[src/rtl/regfile_access_router_if.sv]
// Register-file access port bundle: one read address plus one write channel.
// The source of a request drives it as master; the router consumes it as slave.
interface regfile_access_router_if #(
    parameter int ADDR_W = 5,
    parameter int DATA_W = 8
);
    logic [ADDR_W-1:0] r_addr;
    logic [ADDR_W-1:0] w_addr;
    logic [DATA_W-1:0] din;
    logic              wr_en;

    modport master (output r_addr, w_addr, din, wr_en);
    modport slave  (input  r_addr, w_addr, din, wr_en);
endinterface

[src/rtl/regfile_access_router.sv]
// Ownership mux between the user port and the internal engine in front of the
// 32x8 register file, with registered drop/ownership-change status for debug.
module regfile_access_router #(
    parameter int ADDR_W = 5,
    parameter int DATA_W = 8,
    parameter int CNT_W  = 8
) (
    input  logic                    clk,
    input  logic                    rst,
    input  logic                    busy,
    regfile_access_router_if.slave  usr,
    regfile_access_router_if.slave  internal,
    regfile_access_router_if.master rf,
    output logic                    usr_wr_dropped,
    output logic [CNT_W-1:0]        drop_cnt,
    output logic                    owner_switch
);
    localparam logic [CNT_W-1:0] CNT_MAX = {CNT_W{1'b1}};

    logic [ADDR_W-1:0] sel_r_addr;
    logic [ADDR_W-1:0] sel_w_addr;
    logic [DATA_W-1:0] sel_din;
    logic              sel_wr_en;
    logic              busy_q;
    logic              drop_now;

    // NOTE: every always_comb output gets a default first so no path can infer a latch.
    always_comb begin
        sel_r_addr = usr.r_addr;
        sel_w_addr = usr.w_addr;
        sel_din    = usr.din;
        sel_wr_en  = usr.wr_en;
        if (busy) begin
            sel_r_addr = internal.r_addr;
            sel_w_addr = internal.w_addr;
            sel_din    = internal.din;
            sel_wr_en  = internal.wr_en;
        end
    end

    // Reset only gates the write strobe; addresses and data keep following the owner.
    assign rf.r_addr = sel_r_addr;
    assign rf.w_addr = sel_w_addr;
    assign rf.din    = sel_din;
    assign rf.wr_en  = sel_wr_en & ~rst;

    assign drop_now = busy & usr.wr_en;

    // NOTE: sequential state uses non-blocking assignments so every register samples pre-edge values.
    always_ff @(posedge clk) begin
        if (rst) begin
            usr_wr_dropped <= 1'b0;
            owner_switch   <= 1'b0;
            drop_cnt       <= '0;
            busy_q         <= busy;  // suppresses a false switch on the first cycle out of reset
        end else begin
            usr_wr_dropped <= drop_now;
            owner_switch   <= (busy != busy_q);
            busy_q         <= busy;
            if (drop_now && (drop_cnt != CNT_MAX)) begin
                drop_cnt <= drop_cnt + 1'b1;
            end
        end
    end
endmodule

[src/flat_wrapper.sv]
// flat-port wrapper written by rule: the top's interface ports become plain ports
module regfile_access_router_flat 
#(
    parameter int ADDR_W = 5,
    parameter int DATA_W = 8,
    parameter int CNT_W  = 8
)
  (clk, rst, busy, usr_wr_dropped, drop_cnt, owner_switch, usr_r_addr, usr_w_addr, usr_din, usr_wr_en, internal_r_addr, internal_w_addr, internal_din, internal_wr_en, rf_r_addr, rf_w_addr, rf_din, rf_wr_en);
  regfile_access_router_if #(.ADDR_W(ADDR_W), .DATA_W(DATA_W)) usr_i ();
  regfile_access_router_if #(.ADDR_W(ADDR_W), .DATA_W(DATA_W)) internal_i ();
  regfile_access_router_if #(.ADDR_W(ADDR_W), .DATA_W(DATA_W)) rf_i ();
  input  logic clk;
  input  logic rst;
  input  logic busy;
  output logic usr_wr_dropped;
  output logic [CNT_W-1:0] drop_cnt;
  output logic owner_switch;
  input wire logic [$bits(usr_i.r_addr)-1:0] usr_r_addr;
  input wire logic [$bits(usr_i.w_addr)-1:0] usr_w_addr;
  input wire logic [$bits(usr_i.din)-1:0] usr_din;
  input wire logic [$bits(usr_i.wr_en)-1:0] usr_wr_en;
  input wire logic [$bits(internal_i.r_addr)-1:0] internal_r_addr;
  input wire logic [$bits(internal_i.w_addr)-1:0] internal_w_addr;
  input wire logic [$bits(internal_i.din)-1:0] internal_din;
  input wire logic [$bits(internal_i.wr_en)-1:0] internal_wr_en;
  output wire logic [$bits(rf_i.r_addr)-1:0] rf_r_addr;
  output wire logic [$bits(rf_i.w_addr)-1:0] rf_w_addr;
  output wire logic [$bits(rf_i.din)-1:0] rf_din;
  output wire logic [$bits(rf_i.wr_en)-1:0] rf_wr_en;
  assign usr_i.r_addr = usr_r_addr;
  assign usr_i.w_addr = usr_w_addr;
  assign usr_i.din = usr_din;
  assign usr_i.wr_en = usr_wr_en;
  assign internal_i.r_addr = internal_r_addr;
  assign internal_i.w_addr = internal_w_addr;
  assign internal_i.din = internal_din;
  assign internal_i.wr_en = internal_wr_en;
  assign rf_r_addr = rf_i.r_addr;
  assign rf_w_addr = rf_i.w_addr;
  assign rf_din = rf_i.din;
  assign rf_wr_en = rf_i.wr_en;
  regfile_access_router #(.ADDR_W(ADDR_W), .DATA_W(DATA_W), .CNT_W(CNT_W)) u_core (.clk(clk), .rst(rst), .busy(busy), .usr(usr_i), .internal(internal_i), .rf(rf_i), .usr_wr_dropped(usr_wr_dropped), .drop_cnt(drop_cnt), .owner_switch(owner_switch));
endmodule
[config.mk]
export PLATFORM = sky130hd
export DESIGN_NAME = regfile_access_router_flat
export DESIGN_NICKNAME = d
export VERILOG_FILES = /design/src/rtl/regfile_access_router_if.sv /design/src/rtl/regfile_access_router.sv /design/src/flat_wrapper.sv
export SDC_FILE = /design/constraint.sdc
export NUM_CORES = 1
export LEC_CHECK = 0
export ABC_CLOCK_PERIOD_IN_PS = 1500
export CAP_MARGIN = 0
export CORE_ASPECT_RATIO = 1.2
export CORE_MARGIN = 2
export CORE_UTILIZATION = 28
export DETAILED_ROUTE_END_ITERATION = 10
export PLACE_DENSITY = 0.78
export SYNTH_ARGS = -nofsm -noshare
export SYNTH_HDL_FRONTEND = slang
export SYNTH_SLANG_ARGS = --single-unit
[constraint.sdc]
create_clock -name clk -period 1.5 [get_ports clk]
set_input_delay 0.225 -clock clk [delete_from_list [all_inputs] [get_ports clk]]
set_output_delay 0.225 -clock clk [all_outputs]
set_load 0.01 [all_outputs]
==> Word level (Yosys, flattened, before mapping) <==
Cells that the tools add are included.
{ "classes": {"add_sub_neg": 1, "n_eq_ne": 2, "reduce_logical": 1, "n_mux": 4, "bitwise": 3} }
{ "op_table": {"columns": ["op", "n"], "rows": [
  ["$mux 5", 2],
  ["$add 8x1->8 const B", 1],
  ["$mux 8", 1],
  ["$ne 8x8->1 const B", 1],
  ["$and 1x1->1", 2],
  ["$logic_and 1x1->1", 1],
  ["$mux 1", 1],
  ["$ne 1x1->1", 1],
  ["$not 1->1", 1]
]} }
{ "totals": {"regBits": 11, "wordCells": 15, "out_inout_bits": 29} }

==> Longest topological paths before layout <==
{ "logic_depth": {"depth_word": 2, "mapped_depth": 5, "mapped_depth_nobuf": 5} }

==> Worst setup path before layout <==
OpenSTA, ideal clock, no wires.
{ "synth_path": {"kind": "register to register", "start": "reg u_core.drop_cnt[0]", "end": "reg u_core.drop_cnt[4]", "t_arrival_ns": 1.205, "setup_time_ns": 0.128, "path_slack_ns": 0.167, "required_time_ns": 1.372, "path_stages_with_launch": 6, "synth_period_minus_slack_ns": 1.333, "cell_sequence": "dfxtp_1 > ha_1 > nand4_1 > a211oi_2 > xnor2_1 > nor2_1"} }
{ "synth_via": {"elab_chain_len": 2} }
{ "synth_lines": {"columns": ["element", "line_no", "text"], "rows": [
  ["from (decl)", "regfile_access_router.sv:15", "output logic [CNT_W-1:0] drop_cnt,"],
  ["from (signal assigned)", "regfile_access_router.sv:61", "drop_cnt <= drop_cnt + 1'b1;"],
  ["branches (longest 2 deep; another with $add 8x1->8)", null, null]
]} }
Several ways; the timed one is not identified.
A chain may end at the register's enable or synchronous reset.

==> Worst setup path after layout <==
{ "layout_path": {"start": "reg u_core.drop_cnt[7]", "end": "out drop_cnt[7]"} }
{ "layout_lines": {"columns": ["element", "line_no", "text"], "rows": [
  ["to (decl)", "flat_wrapper.sv:16", "output logic [CNT_W-1:0] drop_cnt;"]
]} }
No word-level cell between the ends.

==> reports/metrics.yaml <==
grt_first_pass_wirelength_um: 3870
max_freq_mhz: 695
worst-path-max-fanout: 7
final_cell_mix: "clkdlybuf4s50_1, dlygate4sd2_1, mux2_2, nor2_1, buf_4"
cp_top_family: "buffers and inverters"
die_area_mm2: 0.00287
num_antenna_cells: 0
power_density_mw_per_mm2: 530
synth.avg_cell_area_um2: 9.54
syn_inst: 72
portBuffers: 69
grt_usage_pct: 18.1
rsz0062_at_grt: "false"
final_common_cell: "clkdlybuf4s50_1"
hold_path.class: "input pin to register"
grt-ovfl-total: 0
top_usage_layer: "met2"
path_clk_slew_ns: 0.07
synth_area_um2: 687
crit_path_max_incr_delay_ns: 0.55
vias_per_cell: 4.80
cp-start-kind: "register"
die_x_um: 49.2
max-vdd-ir-drop_mv: 0.303
drive_above_1_share_pct: 25.0
worstPathArrival_ns: 1.21
p_leak_nw: 0.615
fin_crit_sh_pct: 95.9
critPathCaptureType: "output pin"
area_delta_synth_final_pct: 120
wl_per_cell_um: 13.6
cap_violations: 0
use_met3_pct: 11.1
maxSlewHeadroom_pct: 82.1
drt_first_pass_iters: 4
grt_max_degree: 13
total_power_mw: 0.802
detail-route-antenna-nets: 0
ys_types: 24
wl_um: 2480
post-place-ws_ns: -0.484
dp_cells: 178
gr-usage-met2_pct: 32.0
hold_viol: 0
post-dp-hpwl_um: 2050
yosysWarningCount: 0
cts_tree: "built"
drtIter0Drc: 6
setup_ws_ns: 0.0618
cts_buffers: 3
hold_buffers: 0
start_util_pct: 29.8
gp_congestion: 0.798
clkSinkCount: 11
rr_startpoint: "u_core.drop_cnt[1]$_SDFFE_PP0P_"
critPathLaunch: "u_core.drop_cnt[7]$_SDFFE_PP0P_"
antenna_found_initial: 0
fin_cells: 183
ys_ff_latch: 11
path_buf_inv: 1
path_class: "register to output pin"
cts_buffer_depth: 2
routed-via-count: 878
setup_viol: 0
slew_viol_final: 0
ios: 70
crit_chain: "clkdlybuf4s50_1"
fillers: 200
worst_path_max_delay_cell: "clkdlybuf4s50_1"
rows: 19
cts_root_buffer: "clkbuf_4"
htreeDepth: 1
drc_errors: 0
met1_usage_pct: 16.7
fin_nets: 195
worst_slew_pin_slew_ns: 0.268
die_h_um: 58.3
syn_nets: 114
clk_latency_ns: 0.27
core_region_area_mm2: 0.00231
grt_pass1_vias: 929
min_period_ns: 1.44
required_ns: 1.27
yosysSeqAreaShare_pct: 32.1
skew_ns: 0.00280
outcome: "finished clean"
hold_start: "busy"
## area by class of cell
cell class | count | area, um^2 | share of cell area (%)
clock buffers | 4 | 26.3 | 1.74
inverters | 1 | 3.75 | 0.248
multi-input cells | 57 | 452 | 29.9
flip-flops and latches | 11 | 225 | 14.9
well taps | 31 | 38.8 | 2.56
repair buffers | 79 | 767 | 50.7
## synth_stat cells, drive strengths merged
library cell  number  share of area (%)
a311oi             2                2.6
nand3              3                2.2
a21oi              3                2.2
mux2              19                 31
dfxtp             11                 32
nor3               3                2.2
a21boi             1                1.1
ha                 1                1.8
o21bai             1                1.1
xor2               1                1.3
and4               1                1.3
o21a               1                1.1
and2               1               0.91
a211oi             1                1.8
nor2              11                6.0
a31oi              1               0.91
nand4              2                1.8
mux2i              2                2.9
nand2              1               0.55
clkbuf             1               0.55
buf                2                1.5
inv                1               0.55
xnor2              2                2.6
## cells by family after synthesis
logic type	share of synthesized area [%]
AND/OR/NAND/NOR	14.9
multiplexers	34.1
flip-flops	32.1
AO/OA/AOI/OAI	10.7
buffers and inverters	2.55
XOR/XNOR	3.83
adder cells (fa/ha/maj)	1.82
## routing by layer
layer | up-vias | routed length [um]
li1 | 424 | -
met1 | 398 | 826
met2 | 52 | 1230
met3 | 4 | 396
met4 | 0 | 32
met5 | - | 0
## flip-flops by register name, summed over array words and instances, names as in the netlist
signal,count
u_core.busy_q,1
u_core.usr_wr_dropped,1
u_core.drop_cnt,8
u_core.owner_switch,1
## where the power goes
part,internal (mW),switching (mW),total [mW]
registers,0.300,0.00405,0.304
logic,0.200,0.0969,0.297
clock network,0.103,0.0979,0.201
## final timing paths
kind / endpoint / slack [ns] / cells after the start
max: drop_cnt[7] / 0.06 / 1
min: u_core.busy_q$_DFF_P_ / 0.30 / 2
max reg2reg: u_core.drop_cnt[5]$_SDFFE_PP0P_ / 0.11 / 5
min reg2reg: u_core.owner_switch$_SDFF_PP0_ / 0.49 / 2
## repair_timing
action | CTS | global route
setup endpoints to repair | 22 | 11
hold endpoints to repair | 0 | 0
resized for setup | 26 | 5
cloned | 1 | 0
buffers inserted | 0 | 0
## stage by stage
stage	cell area (um^2)	hold slack, ns	setup TNS, ns	utilization [%]
floorplan	687	0.253	0	-
global placement	1480	0.471	-9.79	64.3
detailed placement	1480	0.474	-10.06	64.3
CTS	1510	0.398	0	65.6
global route	1510	0.299	0	65.6
finish	1510	0.297	0	65.6
Power figures use the tool's default switching activity.
